==> src/rtl/layer_out_serializer_if.sv <==
`default_nettype none
// +----------------------------------------------------------------------+
// | Module   : layer_out_serializer_if                                    |
// | Purpose  : valid/ready word stream carrying one node output per beat, |
// |            tagged with its node number and a last-word flag.          |
// | Revision : 1.0  initial release                                       |
// +----------------------------------------------------------------------+
interface layer_out_serializer_if #(
  parameter int DATA_W    = 16,
  parameter int NUM_NODES = 16
) ();
  localparam int IDX_W = $clog2(NUM_NODES);

  logic              m_valid;
  logic              m_ready;
  logic [DATA_W-1:0] m_data;
  logic [IDX_W-1:0]  m_index;
  logic              m_last;

  modport master (output m_valid, output m_data, output m_index, output m_last,
                  input  m_ready);
  modport slave  (input  m_valid, input  m_data, input  m_index, input  m_last,
                  output m_ready);
endinterface
`default_nettype wire

==> src/rtl/layer_out_serializer.sv <==
`default_nettype none
// +----------------------------------------------------------------------+
// | Module   : layer_out_serializer                                       |
// | Purpose  : snapshots a layer's parallel node outputs once they are    |
// |            valid (start delayed by the node latency) and streams them |
// |            out one word per beat; flags captures that arrive while a  |
// |            stream is still in progress.                               |
// | Revision : 1.0  initial release                                       |
// +----------------------------------------------------------------------+
module layer_out_serializer #(
  parameter int DATA_W    = 16,
  parameter int NUM_NODES = 16,
  parameter int LATENCY   = 3
) (
  input  wire logic                          clk,
  input  wire logic                          reset,
  input  wire logic                          start,
  input  wire logic [NUM_NODES*DATA_W-1:0]   node_bus,
  layer_out_serializer_if.master             m,
  output logic                               busy,
  output logic                               overrun
);
  localparam int IDX_W = $clog2(NUM_NODES);
  localparam logic [IDX_W-1:0] LAST_IDX = IDX_W'(NUM_NODES - 1);

  typedef enum logic [0:0] {
    IDLE = 1'b0,
    SEND = 1'b1
  } state_t;

  state_t                             state_q, state_d;
  logic [LATENCY-1:0]                 delay_q, delay_d;
  logic [NUM_NODES-1:0][DATA_W-1:0]   buf_q, buf_d;
  logic [IDX_W-1:0]                   index_q, index_d;
  logic                               overrun_q, overrun_d;
  logic                               cap;
  logic                               at_last;

  // The delay line shifts start in every cycle; cap marks node outputs valid.
  generate
    if (LATENCY == 1) begin : g_delay_one
      // Single-stage delay: start is the whole line.
      always_comb delay_d = start;
    end else begin : g_delay_shift
      // Multi-stage delay: shift start into bit 0.
      always_comb delay_d = {delay_q[LATENCY-2:0], start};
    end
  endgenerate

  assign cap     = delay_q[LATENCY-1];
  assign at_last = (index_q == LAST_IDX);

  // Next-state logic: capture, beat advance, back-to-back reload, overrun.
  always_comb begin
    state_d   = state_q;
    buf_d     = buf_q;
    index_d   = index_q;
    overrun_d = overrun_q;
    case (state_q)
      IDLE: begin
        if (cap) begin
          buf_d   = node_bus;
          index_d = '0;
          state_d = SEND;
        end
      end
      SEND: begin
        if (m.m_ready && at_last) begin
          index_d = '0;
          if (cap) begin
            // Final beat and next capture coincide: seamless reload.
            buf_d = node_bus;
          end else begin
            state_d = IDLE;
          end
        end else begin
          if (m.m_ready) begin
            index_d = index_q + 1'b1;
          end
          if (cap) begin
            // Stream still in progress: drop the capture, remember it.
            overrun_d = 1'b1;
          end
        end
      end
      default: state_d = IDLE;
    endcase
  end

  // State registers with synchronous reset.
  always_ff @(posedge clk) begin
    if (reset) begin
      state_q   <= IDLE;
      delay_q   <= '0;
      buf_q     <= '0;
      index_q   <= '0;
      overrun_q <= 1'b0;
    end else begin
      state_q   <= state_d;
      delay_q   <= delay_d;
      buf_q     <= buf_d;
      index_q   <= index_d;
      overrun_q <= overrun_d;
    end
  end

  assign m.m_valid = (state_q == SEND);
  assign m.m_data  = buf_q[index_q];
  assign m.m_index = index_q;
  assign m.m_last  = (state_q == SEND) && at_last;
  assign busy      = (state_q == SEND) || (|delay_q);
  assign overrun   = overrun_q;
endmodule
`default_nettype wire

==> src/flat_wrapper.sv <==
// flat-port wrapper written by rule: the top's interface ports become plain ports
module layer_out_serializer_flat 
#(
  parameter int DATA_W    = 16,
  parameter int NUM_NODES = 16,
  parameter int LATENCY   = 3
)
  (clk, reset, start, node_bus, busy, overrun, m_m_valid, m_m_data, m_m_index, m_m_last, m_m_ready);
  layer_out_serializer_if #(.DATA_W(DATA_W), .NUM_NODES(NUM_NODES)) m_i ();
  input  wire logic clk;
  input  wire logic reset;
  input  wire logic start;
  input  wire logic [NUM_NODES*DATA_W-1:0] node_bus;
  output logic busy;
  output logic overrun;
  output wire logic [$bits(m_i.m_valid)-1:0] m_m_valid;
  output wire logic [$bits(m_i.m_data)-1:0] m_m_data;
  output wire logic [$bits(m_i.m_index)-1:0] m_m_index;
  output wire logic [$bits(m_i.m_last)-1:0] m_m_last;
  input wire logic [$bits(m_i.m_ready)-1:0] m_m_ready;
  assign m_m_valid = m_i.m_valid;
  assign m_m_data = m_i.m_data;
  assign m_m_index = m_i.m_index;
  assign m_m_last = m_i.m_last;
  assign m_i.m_ready = m_m_ready;
  layer_out_serializer #(.DATA_W(DATA_W), .NUM_NODES(NUM_NODES), .LATENCY(LATENCY)) u_core (.clk(clk), .reset(reset), .start(start), .node_bus(node_bus), .m(m_i), .busy(busy), .overrun(overrun));
endmodule
==> config.mk <==
export PLATFORM = sky130hd
export DESIGN_NAME = layer_out_serializer_flat
export DESIGN_NICKNAME = d
export VERILOG_FILES = /design/src/rtl/layer_out_serializer_if.sv /design/src/rtl/layer_out_serializer.sv /design/src/flat_wrapper.sv
export SDC_FILE = /design/constraint.sdc
export NUM_CORES = 1
export LEC_CHECK = 0
export BUFFER_PORTS_ARGS = -buffer_cell sky130_fd_sc_hd__buf_4
export CORE_UTILIZATION = 53
export DETAILED_ROUTE_END_ITERATION = 8
export PLACE_DENSITY = 0.86
export SETUP_SLACK_MARGIN = 0.02
export SLEW_MARGIN = 20
export SYNTH_ARGS = -nofsm -noshare
export SYNTH_HDL_FRONTEND = slang
export SYNTH_SLANG_ARGS = --single-unit
==> constraint.sdc <==
create_clock -name clk -period 2.38 [get_ports clk]
set_clock_uncertainty 0.2 [all_clocks]
set_input_delay 0.238 -clock clk [delete_from_list [all_inputs] [get_ports clk]]
set_output_delay 0.238 -clock clk [all_outputs]
set_load 0.01 [all_outputs]
==> impl_metrics.env, run 1 <==
export IMPL_worst_ep_kind="primary output"
export IMPL_synth_top_cells_by_count="nand2_1 (517), dfxtp_1 (265), a21oi_1 (262)"
export IMPL_grt_use_total=0.787
export IMPL_cts_root_buffer="clkbuf_16"
export IMPL_synth_avg_cell_area_um2=8.37
export IMPL_synth_edf_count=0
export IMPL_initial_core_util=0.542
export IMPL_dp_cells=1856
export IMPL_hpwl_um=25900
export IMPL_cts_sinks=265
export IMPL_die_h_um=149
export IMPL_netlist_top_cells_area="dfxtp_1 (47%), nand2_1 (17%), a21oi_1 (12%), mux2i_1 (6.6%), mux4_2 (4.5%)"
export IMPL_yosys_warnings=0
export IMPL_ys_types=37
export IMPL_rows=53
export IMPL_outcome="stopped before the end"
export IMPL_portBuffers=283
export IMPL_ios=284
export IMPL_grt_max_degree=85
export IMPL_synth_nets=1622
export IMPL_grt_overflow_total=119
export IMPL_synth_yosys_seq_area_share=0.466
export IMPL_syn_inst=1361
export IMPL_stop_error="[ERROR GRT-0232] Routing congestion too high. Check the congestion heatmap in the GUI."
export IMPL_gp_congestion=0.911
export IMPL_async_reset_ff_frac=0
export IMPL_synthFlopType="dfxtp_1"
export IMPL_synth_area_um2=11400
export IMPL_synth_top_area_cell="dfxtp_1"
export IMPL_synth_most_common_cell="nand2_1"
export IMPL_die_width_um=149
export IMPL_worstEndpointGrtRepair="m_m_data[3]"
export IMPL_cts_buffer_depth=3
export IMPL_numCtsBuffers=27
export IMPL_haltStage="global routing (5_1_grt)"
export IMPL_yosys_register_bits=265
export IMPL_synth_top_area_share=0.466
export IMPL_cts_max_level=1
through the flow:
stage | setup slack (ps) | TNS [ps] | cell area [µm²]
3_3_place_gp | -19.5 | -19.5 | 13900
3_5_place_dp | 6.48 | 0 | 13900
2_1_floorplan | 425 | 0 | 11400
4_1_cts | -327 | -4520 | 17800
kinds of logic after synthesis:
family                     Yosys count  share of synthesized area
AOI/OAI and AO/OA                  312                      0.145
and+or+nand+nor                    556                      0.190
DFF                                265                      0.466
buffers and inverters              117                     0.0601
adders and majority gates            1                    0.00110
muxes                              110                      0.138
per-layer routing:
metal / overflow / track usage
met3: 0 / 0.625
met1: 0 / 0.770
met5: 0 / 0.111
met2: 52 / 0.965
met4: 67 / 0.865
timing repair:
item,CTS
gates resized for setup,45
hold buffers,258
setup endpoints to repair,17
buffers inserted,16
gates cloned,5
hold endpoints to repair,261
pin swaps,4
==> run 2, diff against run 1 <==
--- a/config.mk
+++ b/config.mk
@@ -6,10 +6,9 @@
 export NUM_CORES = 1
 export LEC_CHECK = 0
 export BUFFER_PORTS_ARGS = -buffer_cell sky130_fd_sc_hd__buf_4
-export CORE_UTILIZATION = 53
+export CORE_UTILIZATION = 40
 export DETAILED_ROUTE_END_ITERATION = 8
-export PLACE_DENSITY = 0.86
-export SETUP_SLACK_MARGIN = 0.02
+export PLACE_DENSITY_LB_ADDON = 0.15
 export SLEW_MARGIN = 20
 export SYNTH_ARGS = -nofsm -noshare
 export SYNTH_HDL_FRONTEND = slang
==> run 2 against run 1 <==
Effect of this change: the flow now finishes, with violations (setup timing); synthesized cell count unchanged; area after synthesis did not move.
==> impl_metrics.env, run 2 <==
export IMPL_outcome="finished with violations"
export IMPL_violations="setup timing"
export IMPL_stdcell_count=2315
export IMPL_p_sw_mw=2.36
export IMPL_grt_overflow_total=0
export IMPL_synth_avg_cell_area_um2=8.37
export IMPL_async_reset_ff_frac=0
export IMPL_final_cell_mix="nand2_1 (517), buf_4 (310), dfxtp_1 (262), dlygate4sd3_1 (260), a21oi_1 (259)"
export IMPL_max_freq_ghz=0.371
export IMPL_synth_nets=1622
export IMPL_synthFlopType="dfxtp_1"
export IMPL_total_power_mw=10.2
export IMPL_switching_share=0.231
export IMPL_dp_cells=1946
export IMPL_synth_top_area_share=0.466
export IMPL_gp_congestion=0.842
export IMPL_drive_above_1_share=0.263
export IMPL_maxCapViolCount=0
export IMPL_grt_use_total=0.284
export IMPL_crit_chain="buf_12 -> buf_8 -> mux4_2 -> mux2i_2 -> o21ai_1 -> buf_4"
export IMPL_drc=0
export IMPL_peakVddDrop_v=0.000418
export IMPL_cts_sinks=265
export IMPL_fin_crit_ps=2690
export IMPL_hpwl_um=27400
export IMPL_period_share=1.13
export IMPL_grt_max_degree=69
export IMPL_synth_edf_count=0
export IMPL_combPwrFrac=0.122
export IMPL_cts_buffer_depth=3
export IMPL_intPower_mw=7.84
export IMPL_cts_tree="done"
export IMPL_regMostFlops="u_core.buf_q"
export IMPL_final_common_cell="nand2_1"
export IMPL_syn_inst=1361
export IMPL_largest_register_ffs=256
export IMPL_die_h_um=171
export IMPL_drtPass1Iterations=5
export IMPL_drv_slew=0
export IMPL_die_area_um2=29200
export IMPL_rows=61
export IMPL_cts_max_level=1
export IMPL_syn2layout_area_growth_pct=65.5
export IMPL_cts_root_buffer="clkbuf_16"
export IMPL_whs_ps=253
export IMPL_vias_per_cell=5.23
export IMPL_crit_buf_inv=3
export IMPL_drt_iter0_drc=1147
export IMPL_yosys_register_bits=265
export IMPL_cp_depth=6
export IMPL_numCtsBuffers=28
export IMPL_arrival_ps=2260
export IMPL_crit_family="multiplexers"
export IMPL_die_width_um=171
export IMPL_layout_setup_ws_ps=-315
export IMPL_wirelength_um=46000
export IMPL_tightest_slew_ps=422
export IMPL_power_density_nw_per_um2=541
export IMPL_pwr_share_seq=0.449
export IMPL_wire_per_inst_um=19.9
export IMPL_synth_top_area_cell="dfxtp_1"
export IMPL_reg2regPathDepth=10
export IMPL_detail_route_antenna_nets=0
export IMPL_cpPeakStageDelay_ps=560
export IMPL_synth_top_cells_by_count="nand2_1 (517), dfxtp_1 (265), a21oi_1 (262)"
export IMPL_path_class="reg -> out"
export IMPL_crit_required_ps=1940
export IMPL_holdPathStages=2
export IMPL_setup_viol=16
export IMPL_clock_latency_ps=540
export IMPL_p_leak_nw=7.04
export IMPL_hold_path_class="reg -> reg"
export IMPL_path_max_fanout=5
export IMPL_ys_types=37
export IMPL_synth_yosys_seq_area_share=0.466
export IMPL_crit_path_end_kind="output port"
export IMPL_synth_area_um2=11400
export IMPL_grt_pass1_wl_um=63100
export IMPL_ios=284
export IMPL_crit_slowest_cell="mux4_2"
export IMPL_netlist_top_cells_area="dfxtp_1 (47%), nand2_1 (17%), a21oi_1 (12%), mux2i_1 (6.6%), mux4_2 (4.5%)"
export IMPL_critPathLaunchType="flip-flop"
export IMPL_yosys_warnings=0
export IMPL_rsz0062_at_grt="yes"
export IMPL_antenna_found_initial=3
export IMPL_design_core_area_um2=27900
export IMPL_power_frac_clock=0.429
export IMPL_portBuffers=283
export IMPL_grt_pass1_vias=11400
export IMPL_initial_core_util=0.409
export IMPL_hold_viol=0
export IMPL_dr_total_vias=12100
export IMPL_slew_headroom=0.713
export IMPL_layout_nets=2176
export IMPL_synth_most_common_cell="nand2_1"
export IMPL_clk_pin_slew_ps=60
export IMPL_setup_tns_ps=-4200
==> run 2: cell counts after synthesis <==
No cell type changed its count.
==> run 2: logic make-up after synthesis <==
family	share of synthesized area
adder cells (fa/ha/maj)	0.00110
AND/OR/NAND/NOR	0.190
multiplexers	0.138
AO/OA/AOI/OAI	0.145
buffers and inverters	0.0601
flip-flops	0.466
==> run 2: layout make-up <==
| cell class | instances | area (µm²) |
|---|---|---|
| Timing Repair Buffer | 639 | 6410 |
| Multi-Input combinational cell | 979 | 5730 |
| Sequential cell | 265 | 5310 |
| Clock buffer | 39 | 803 |
| Inverter | 2 | 7.51 |
| Clock inverter | 10 | 103 |
| Fill cell | 2177 | 9010 |
| Antenna cell | 3 | 7.51 |
| Tap cell | 378 | 473 |
==> run 2: worst paths after layout <==
check	start	endpoint	slack, ps
worst max register to register	u_core.m.m_index[1]	u_core.buf_q[104]	80
worst max-delay path	u_core.m.m_index[0]	m_m_data[3]	-310
worst min register to register	u_core.buf_q[82]	u_core.buf_q[82]	250
worst min-delay path	u_core.buf_q[82]	u_core.buf_q[82]	250
==> run 2: worst min-delay path: stages, from the launching register on <==
cell	delay, ps
dfxtp_1	310
nand2_1	50
a21oi_1	50
==> run 2: routing by layer <==
| metal | global-route usage | share of wire |
|---|---|---|
| met1 | 0.349 | 0.40 |
| met2 | 0.514 | 0.51 |
| met3 | 0.0368 | 0.062 |
| met4 | 0.0850 | 0.027 |
| met5 | 0 | 0 |
==> run 2: timing repair <==
| item | 4_1_cts | 5_1_grt |
|---|---|---|
| hold buffers | 260 | 0 |
| pin swaps | 3 | 5 |
| gates cloned | 3 | 22 |
| endpoints found under the hold margin | 265 | 0 |
| setup endpoints to repair | 74 | 195 |
| buffers inserted | 12 | 22 |
| gates resized for setup | 62 | 53 |
==> run 2: through the flow <==
| step | util | worst slack, ps | cell area [µm²] |
|---|---|---|---|
| after CTS | 0.642 | -320 | 17900 |
| after global routing | 0.676 | -360 | 18800 |
| after detailed placement | 0.500 | -16.4 | 13900 |
| after global placement | 0.500 | -1.48 | 13900 |
| after floorplan | - | 425 | 11400 |
| final | 0.677 | -315 | 18800 |
==> run 2: power by group through the flow <==
stage               Clock (mW)  Sequential, mW  Combinational, mW
floorplan                    0            4.66              0.289
global placement             0            4.67              0.767
detailed placement           0            4.67              0.765
CTS                       4.41            4.58               1.13
global route              4.62            4.59               1.31
finish                    4.38            4.58               1.24
Power figures use the tool's default switching activity.
